## src/rtl/clk_en_gen.sv

```systemverilog
// clk_en_gen: multi-channel fractional clock-enable generator.
// Each channel runs an ACC_W-bit phase accumulator; the carry out of the
// accumulator becomes a registered one-cycle enable pulse. All channels are
// gated by a filtered PLL lock, and loss of lock while ready is latched.
// Optional feature macro: CLK_EN_LOCK_SYNC_EN puts pll_lock through a 2-flop
// synchronizer before the lock filter (default build: lock used directly).

module clk_en_gen #(
  parameter int unsigned CHANNELS  = 4,
  parameter int unsigned ACC_W     = 24,
  parameter int unsigned LOCK_FILT = 16
) (
  input  logic                                               clk,
  input  logic                                               resetn,
  input  logic                                               pll_lock,
  input  logic                                               cfg_we,
  input  logic [((CHANNELS > 1) ? $clog2(CHANNELS) : 1)-1:0] cfg_ch,
  input  logic [ACC_W-1:0]                                   cfg_inc,
  input  logic [CHANNELS-1:0]                                run,
  input  logic                                               clr_lost,
  output logic [CHANNELS-1:0]                                ce,
  output logic                                               ready,
  output logic                                               lost_lock
);

  localparam int unsigned CH_W  = (CHANNELS > 1) ? $clog2(CHANNELS) : 1;
  localparam int unsigned CNT_W = $clog2(LOCK_FILT + 1);
  localparam logic [CNT_W-1:0] CNT_MAX = CNT_W'(LOCK_FILT);

  // ---------------------------------------------------------------------------
  // Reset release: assert asynchronously, release on a clock edge.
  // ---------------------------------------------------------------------------
  logic [1:0] rst_sync_q;
  logic       rst_n;

  // Two-stage reset release synchronizer.
  always_ff @(posedge clk or negedge resetn) begin
    if (!resetn) begin
      rst_sync_q <= 2'b00;
    end else begin
      rst_sync_q <= {rst_sync_q[0], 1'b1};
    end
  end

  assign rst_n = rst_sync_q[1];

  // ---------------------------------------------------------------------------
  // Lock sample
  // ---------------------------------------------------------------------------
  logic lock_s;

`ifdef CLK_EN_LOCK_SYNC_EN
  logic [1:0] lock_sync_q;

  // Bring the raw PLL lock into the clk domain.
  always_ff @(posedge clk or negedge rst_n) begin
    if (!rst_n) begin
      lock_sync_q <= 2'b00;
    end else begin
      lock_sync_q <= {lock_sync_q[0], pll_lock};
    end
  end

  assign lock_s = lock_sync_q[1];
`else
  // pll_lock is already synchronous to clk in this build.
  assign lock_s = pll_lock;
`endif

  // ---------------------------------------------------------------------------
  // Lock filter, ready and sticky lost-lock flag
  // ---------------------------------------------------------------------------
  logic [CNT_W-1:0] cnt_q, cnt_d;
  logic             ready_q, ready_d;
  logic             lost_q, lost_d;
  logic             acc_en;

  // Count consecutive lock-high samples; ready once the count saturates.
  always_comb begin
    cnt_d   = '0;
    ready_d = 1'b0;
    if (lock_s) begin
      if (cnt_q != CNT_MAX) begin
        cnt_d = cnt_q + CNT_W'(1);
      end else begin
        cnt_d = cnt_q;
      end
      ready_d = (cnt_d == CNT_MAX);
    end
  end

  // Latch a lock drop seen while ready; a new drop beats a clear request.
  always_comb begin
    lost_d = lost_q;
    if (clr_lost) begin
      lost_d = 1'b0;
    end
    if (ready_q && !lock_s) begin
      lost_d = 1'b1;
    end
  end

  // Lock filter state registers.
  always_ff @(posedge clk or negedge rst_n) begin
    if (!rst_n) begin
      cnt_q   <= '0;
      ready_q <= 1'b0;
      lost_q  <= 1'b0;
    end else begin
      cnt_q   <= cnt_d;
      ready_q <= ready_d;
      lost_q  <= lost_d;
    end
  end

  // Accumulate only while ready and still locked, so the edge that drops
  // ready also zeroes every enable and accumulator.
  assign acc_en = ready_q & lock_s;

  assign ready     = ready_q;
  assign lost_lock = lost_q;

  // ---------------------------------------------------------------------------
  // Per-channel phase accumulators
  // ---------------------------------------------------------------------------
  for (genvar g = 0; g < CHANNELS; g++) begin : g_ch
    logic [ACC_W-1:0] inc_q, inc_d;
    logic [ACC_W-1:0] acc_q, acc_d;
    logic [ACC_W:0]   sum;
    logic             ce_q, ce_d;
    logic             ch_en;

    assign ch_en = acc_en & run[g];
    assign sum   = {1'b0, acc_q} + {1'b0, inc_q};

    // Increment register: only an exact index match loads, so any index
    // beyond the last channel falls through untouched.
    always_comb begin
      inc_d = inc_q;
      if (cfg_we && (cfg_ch == CH_W'(g))) begin
        inc_d = cfg_inc;
      end
    end

    // Carry out of the accumulator is the enable; disabled channels restart at phase 0.
    always_comb begin
      acc_d = '0;
      ce_d  = 1'b0;
      if (ch_en) begin
        acc_d = sum[ACC_W-1:0];
        ce_d  = sum[ACC_W];
      end
    end

    // Channel state registers.
    always_ff @(posedge clk or negedge rst_n) begin
      if (!rst_n) begin
        inc_q <= '0;
        acc_q <= '0;
        ce_q  <= 1'b0;
      end else begin
        inc_q <= inc_d;
        acc_q <= acc_d;
        ce_q  <= ce_d;
      end
    end

    assign ce[g] = ce_q;
  end

endmodule
```

## config.mk

```make
export PLATFORM = sky130hd
export DESIGN_NAME = clk_en_gen
export DESIGN_NICKNAME = d
export VERILOG_FILES = /design/src/rtl/clk_en_gen.sv
export SDC_FILE = /design/constraint.sdc
export NUM_CORES = 1
export LEC_CHECK = 0
export ABC_AREA = 1
export CAP_MARGIN = 40
export CORE_ASPECT_RATIO = 0.6
export CORE_MARGIN = 4
export CORE_UTILIZATION = 55
export CTS_CLUSTER_SIZE = 25
export DETAILED_ROUTE_END_ITERATION = 10
export DONT_BUFFER_PORTS = 1
export HOLD_SLACK_MARGIN = 0.06
export PLACE_DENSITY_LB_ADDON = 0.3
export SYNTH_ARGS = -nofsm -noshare
export SYNTH_HDL_FRONTEND = slang
export SYNTH_SLANG_ARGS = --single-unit
```

## constraint.sdc

```tcl
create_clock -name clk -period 7.6 [get_ports clk]
set_input_delay 1.52 -clock clk [delete_from_list [all_inputs] [get_ports clk]]
set_output_delay 1.52 -clock clk [all_outputs]
set_load 0.05 [all_outputs]
```

==> summary.md, run 1 <==
| Metric | Value |
|---|---|
| Status | finished, final reports clean |
| Worst EP required | 6.08 ns |
| First-pass GRT wire length | 60200 um |
| DP Wirelength | 29500 um |
| Post-synthesis mux area share | 0 |
| Final slew viol count | 0 |
| Max Freq | 0.368 GHz |
| Yosys warns | 0 |
| Number of global-route vias before repair | 11200 |
| Clock Skew | 0.0111 ns |
| PwrDens | 187 nW/um2 |
| Vias | 12700 |
| Final worst hold slack | 0.254 ns |
| Synth Register Bits | 205 |
| Number of nets with antenna violations after routing | 0 |
| Clock Path Buffers | 3 |
| # diodes | 0 |
| RSZ-0062 raised after global routing | false |
| Distinct cells, synth | 31 |
| Mapped Cells | 2080 |
| Multi-input logic area | 7080 um2 |
| EDFF count, synth | 0 |
| Initial DRC Count | 1440 |
| TritonCTS clock tree | yes |
| Slew HR | 0.496 |
| Peak supply drop | 0.000128 V |
| Worst Setup End Kind | output pin |
| TritonRoute pass-1 iters | 6 |
| Fillers | 2232 |
| DRC Markers | 0 |
| Clock transition at the registers of the reported paths | 0.07 ns |
| Max-cap violations | 0 |
| WL per Instance | 15.7 um |
| Crit path DAT | 1.20 ns |
| Clock sink count | 205 |
| Avg Inst Size Synth | 6.63 um2 |
| Site Rows | 44 |
| Most frequent cells in the layout | nand2_1, inv_1, nor2_1 |
| Clock latency on the worst-skew pair | 0.53 ns |
| Fin crit period | 2.72 ns |
| Synth Cell Area | 13800 um2 |
| Share of layout cells above drive strength 1 | 0.0344 |
| Die Area | 27700 um2 |
| Post-synthesis net count | 2217 |
| Ys flop type | dfrtp_1 |
| Post-Route WL | 38000 um |
| Antenna violations before repair | 1 |
| Fin. Hold Viols | 0 |
| Overflow after GRT | 0 |
| Sequential fraction of the synthesis area | 0.372 |
| Final setup fails | 0 |
| Inserted Clock Buffers | 21 |
| Die H | 131 um |
| Clk root buf | clkbuf_16 |
| Register area | 5130 um2 |
| Routability cong. | 0.987 |
| IO buf count | 0 |
| Post-cts sizing count | 0 |
| Initial core utilization | 0.565 |
| Fin worst setup slack | 4.88 ns |
| Measured slew at the worst slew-check pin | 0.756 ns |
| FFs w/ async S/R, synth | 1.00 |
| Largest family of logic cells by synthesized area | simple AND/OR/NAND/NOR gates |
| DP Worst Slack | 4.64 ns |
| Postcts setup bufs | 0 |
| Synth Area in Compound Gates | 0.0812 |
| CP Class | reg -> out |
| Simple-gate area share of the yosys netlist | 0.331 |
| Design area | 14800 um2 |
| Final period utilization | 0.358 |
| Dpl cell area | 14100 um2 |
| Area Overhead vs Synth | 7.66% |
| CP max FO | 3 |
| Crit start category | flip-flop |
| Cts-stage hold buffer count | 0 |
| Gr usage total | 0.277 |
| Core area | 24400 um2 |
| Setup TNS | 0 ns |
| Post-synthesis xor/xnor area fraction | 0.00699 |
| Vias per inst | 5.27 |
| Final Util | 0.608 |
| I/O pins | 41 |
| Largest net degree at the start of global routing | 57 |
| H-tree Lvls | 1 |
| Fin nets | 2218 |
| Die X | 212 um |
| LEAKAGE | 8.78 nW |
| Most common cell after layout, fill and taps aside | nand2_1 |
| Worst Hold Class | reg -> async |
| Adder-cell area share of the yosys netlist | 0.0948 |
metal layers:
layer,track usage,part of all wire,vias up
met5,0,0,-
met4,0.0530,0.020,0
met3,0.0546,0.11,52
met2,0.365,0.37,534
met1,0.462,0.51,5757
li1,-,-,6386
final timing paths:
check / startpoint / end / slack (ns) / cells past startpoint
max in group asynchronous: rst_sync_q[1]$_DFF_PN0_ / g_ch[2].acc_q[20]$_DFF_PN0_ / 5.98 / 2
min in group clk: rst_sync_q[0]$_DFF_PN0_ / rst_sync_q[1]$_DFF_PN0_ / 0.36 / 0
setup reg to reg: g_ch[1].inc_q[0]$_DFFE_PN0P_ / g_ch[1].ce_q$_DFF_PN0_ / 5.37 / 13
hold / removal: rst_sync_q[1]$_DFF_PN0_ / cnt_q[3]$_DFF_PN0_ / 0.25 / 0
setup / recovery: ready$_DFF_PN0_ / ready / 4.88 / 0
hold reg to reg: rst_sync_q[1]$_DFF_PN0_ / cnt_q[3]$_DFF_PN0_ / 0.25 / 0
worst register-to-register path: stages, from the launching register on:
cell and delay [ns]:
dfrtp_1 0.41, ha_1 0.31, fa_1 0.46, nand2_1 0.13, nand2_1 0.09, and2_4 0.16
nand2_1 0.07, nand2_2 0.07, nand2_1 0.08, nand2_1 0.11, nand2_1 0.08, nand2_1 0.05
nand2_1 0.06, inv_1 0.05
logic make-up (layout without fill, tap and decap cells):
group / Yosys count / in the layout
flip-flops: 205 / 205
AO/OA/AOI/OAI: 220 / 220
buffers and inverters: 406 / 420
adder cells (fa/ha/maj): 102 / 102
other: 1 / 1
AND/OR/NAND/NOR: 1135 / 1135
XOR/XNOR: 11 / 11
per-stage QoR:
stage	power, mW	instances
after floorplan	1.55	2080
after CTS	2.78	2416
after global placement	1.68	2378
after detailed placement	1.69	2380
after global routing	2.90	2416
final	2.78	2416
cell type report:
type | count | share of cell area
Sequential cell | 205 | 0.346
Tap cell | 322 | 0.0272
Timing Repair Buffer | 8 | 0.00675
Clock inverter | 11 | 0.00843
Inverter | 376 | 0.0951
Multi-Input combinational cell | 1469 | 0.477
Clock buffer | 25 | 0.0391
flip-flops by register name, summed over array words and instances (netlist names):
name / count
ready: 1
g_ch.inc_q: 96
rst_sync_q: 2
lost_lock: 1
g_ch.ce_q: 4
cnt_q: 5
g_ch.acc_q: 96
power by group:
| part | internal, mW | switching (mW) | total (mW) |
|---|---|---|---|
| registers | 1.17 | 0.0804 | 1.26 |
| logic | 0.139 | 0.294 | 0.433 |
| clock network | 0.618 | 0.469 | 1.09 |
cell usage after synthesis, types with 2 or more instances:
cell	n	area, um2
and2_4	4	35.0
nor2_2	12	75.1
buf_2	14	70.1
nand3_1	88	440
fa_1	4	80.1
inv_1	373	1400
clkbuf_1	9	33.8
buf_4	5	37.5
nand3b_1	9	67.6
nor3_1	17	85.1
nand4_1	21	131
nand2_2	8	50.1
o21ai_0	120	601
ha_1	98	1230
inv_2	2	7.51
o21a_1	3	22.5
nand2_1	754	2830
xnor2_1	7	61.3
o21bai_1	4	30.0
xor2_1	4	35.0
a21oi_1	93	465
nor2_1	218	818
dfrtp_1	205	5130
(Power assumes the default switching activity.)
==> run 2: changes to the inputs <==
Clock period 7.6 ns to 2.2 ns, I/O delays scaled along.
==> summary.md, run 2 (synthesis results as in run 1) <==
| Metric | Value |
|---|---|
| CP Class | reg -> reg (was reg -> out) |
| Initial DRC Count | 1249 (was 1440) |
| Fillers | 2269 (was 2232) |
| Die Area | 27700 um2 (unchanged) |
| Total power | 9.57 mW (was 2.78 mW) |
| WL per Instance | 15.9 um (was 15.7 um) |
| Die H | 131 um (unchanged) |
| CP max stage cell | fa_1 |
| Area Overhead vs Synth | 8.63% (was 7.66%) |
| I/O pins | 41 (unchanged) |
| Gr usage total | 0.280 (was 0.277) |
| Sw frac | 0.300 (was 0.304) |
| Inserted Clock Buffers | 21 (unchanged) |
| Clk root buf | clkbuf_16 (unchanged) |
| Setup slack, reg-to-reg | 0.18 ns (was 5.37 ns) |
| Critical path's top delay family | simple AND/OR/NAND/NOR gates |
| Reg2reg end | g_ch[0].ce_q$_DFF_PN0_ (was g_ch[1].ce_q$_DFF_PN0_) |
| Fin crit period | 2.02 ns |
| Core area | 24400 um2 (unchanged) |
| Crit path DAT | 2.43 ns (was 1.20 ns) |
| Logic pwr share | 0.158 (was 0.156) |
| Buf/Inv on CP | 1 |
| Final slew viol count | 0 (unchanged) |
| WP depth | 13 (was 0) |
| Max Freq | 0.496 GHz |
| Design area | 15000 um2 (was 14800 um2) |
| Site Rows | 44 (unchanged) |
| IO buf count | 0 (unchanged) |
| # diodes | 0 (unchanged) |
| LEAKAGE | 8.84 nW (was 8.78 nW) |
| TritonRoute pass-1 iters | 5 (was 6) |
| DP Worst Slack | 0.220 ns (was 4.64 ns) |
| Most used cell, CP | nand2_1 |
| Worst EP required | 2.62 ns (was 6.08 ns) |
| Global route hottest layer | met1 (unchanged) |
| Measured slew at the worst slew-check pin | 0.540 ns (was 0.756 ns) |
| Clock transition at the registers of the reported paths | 0.07 ns (about the same) |
| Max incr delay on CP | 0.44 ns |
| DP Wirelength | 30000 um (was 29500 um) |
| Slew HR | 0.639 (was 0.496) |
| Clock Path Buffers | 3 (unchanged) |
| Met3 GRT Util | 0.0565 (was 0.0546) |
| GR Layer Usage met1 | 0.451 (was 0.462) |
| Crit start category | flip-flop (unchanged) |
| Setup crit start | g_ch[0].inc_q[0]$_DFFE_PN0P_ (was ready$_DFF_PN0_) |
| CP cell instances | ha_1, fa_1, nand2_1, nand2_1, and2_4, nand2_1, nand2_2, nand2_1, nand2_1, nand2_1, nand2_1, nand2_1, inv_1 |
| Post-Route WL | 38600 um (was 38000 um) |
| DRC Markers | 0 (unchanged) |
| Final period utilization | 0.916 |
| Die X | 212 um (unchanged) |
| RR Startpoint | g_ch[0].inc_q[0]$_DFFE_PN0P_ (was g_ch[1].inc_q[0]$_DFFE_PN0P_) |
| PwrDens | 639 nW/um2 (was 187 nW/um2) |
| TritonCTS clock tree | yes (unchanged) |
| RSZ-0062 raised after global routing | false (unchanged) |
| Clock Skew | 0.0162 ns (was 0.0111 ns) |
| Most frequent cells in the layout | nand2_1, inv_1, nor2_1 (unchanged) |
| Fin. Hold Viols | 0 (unchanged) |
| First-pass GRT wire length | 60500 um (was 60200 um) |
| Status | finished, final reports clean (unchanged) |
| Clock latency on the worst-skew pair | 0.52 ns (was 0.53 ns) |
| Crit path to | g_ch[0].ce_q$_DFF_PN0_ (was ready) |
| CP max FO | 4 (was 3) |
| Routability cong. | 0.993 (was 0.987) |
| R2R depth | 13 (unchanged) |
| Number of global-route vias before repair | 11300 (was 11200) |
| P_sw | 2.87 mW (was 0.844 mW) |
| Clock sink count | 205 (unchanged) |
| Vias per inst | 5.24 (was 5.27) |
| Share of layout cells above drive strength 1 | 0.0393 (was 0.0344) |
| Setup TNS | 0 ns (unchanged) |
| Max-cap violations | 0 (unchanged) |
| Final setup fails | 0 (unchanged) |
| Most common cell after layout, fill and taps aside | nand2_1 (unchanged) |
| Postcts setup bufs | 0 (unchanged) |
| Initial core utilization | 0.565 (unchanged) |
| Met2 Track Usage GR | 0.384 (was 0.365) |
| Sequential group share of total power | 0.451 (was 0.452) |
| Largest regs | g_ch.acc_q: 96 flops, g_ch.inc_q: 96 flops, cnt_q: 5 flops (unchanged) |
| Dpl cell area | 14200 um2 (was 14100 um2) |
| Antenna violations before repair | 2 (was 1) |
| Clk pwr share | 0.391 (was 0.392) |
| Number of nets with antenna violations after routing | 0 (unchanged) |
| Worst Hold Class | in -> reg (was reg -> async) |
| Fin worst setup slack | 0.184 ns (was 4.88 ns) |
| Worst Setup End Kind | flip-flop (was output pin) |
| Vias | 12700 (about the same) |
| Fin nets | 2234 (was 2218) |
| Overflow after GRT | 0 (unchanged) |
| Peak supply drop | 0.000459 V (was 0.000128 V) |
| Largest net degree at the start of global routing | 49 (was 57) |
| Pint | 6.70 mW (was 1.93 mW) |
| Final worst hold slack | 0.120 ns (was 0.254 ns) |
| H-tree Lvls | 1 (unchanged) |
run 2: repair_timing:
item	in CTS	in global routing
resized for setup	0	1
setup endpoints to repair	0	1
hold endpoints to repair	4	0
hold buffers	3	0
run 2: cell type report:
cell class | count | area (um2) | share of cell area
sequential | 205 | 5130 | 0.343
inverter | 376 | 1410 | 0.0943
tap | 322 | 403 | 0.0269
timing repair buffer | 24 | 238 | 0.0159
clock inverter | 11 | 149 | 0.00995
multi-input combinational | 1469 | 7090 | 0.473
clock buffer | 25 | 551 | 0.0368
run 2: metrics by stage:
stage	util	std cells
finish	0.614	2432
global route	0.614	2432
CTS	0.614	2432
detailed placement	0.584	2393
global placement	0.584	2393
floorplan	-	2080
run 2: worst min-delay path by stage:
stage / from / endpoint / slack, ns / cells after the start
2_1_floorplan: resetn / rst_sync_q[0]$_DFF_PN0_ / 0.14 / 0
4_1_cts: pll_lock / cnt_q[4]$_DFF_PN0_ / 0.09 / 2
3_3_place_gp: resetn / rst_sync_q[0]$_DFF_PN0_ / 0.14 / 0
5_1_grt: pll_lock / cnt_q[4]$_DFF_PN0_ / 0.12 / 2
6_report: pll_lock / cnt_q[4]$_DFF_PN0_ / 0.12 / 2
3_5_place_dp: resetn / rst_sync_q[0]$_DFF_PN0_ / 0.14 / 0
run 2: worst register-to-register path, stage by stage (launching register included):
cell and delay [ns]:
dfrtp_1 0.39, ha_1 0.25, fa_1 0.44, nand2_1 0.10, nand2_1 0.08, and2_4 0.15, nand2_1 0.06, nand2_2 0.07
nand2_1 0.08, nand2_1 0.08, nand2_1 0.06, nand2_1 0.05, nand2_1 0.06, inv_1 0.04
run 2: power by group through the flow:
stage	sequential (mW)	combinational [mW]	clock [mW]
final	4.32	1.51	3.74
after global routing	4.35	1.73	3.94
after CTS	4.31	1.50	3.81
after detailed placement	4.37	1.48	0
after global placement	4.36	1.44	0
after floorplan	4.31	1.06	0
run 2: layer usage:
metal  vias to the layer above  routed length [um]
met5                         -                   0
met4                         0                 869
met3                        48                3770
met2                       451               14800
met1                      5813               19200
li1                       6420                   -
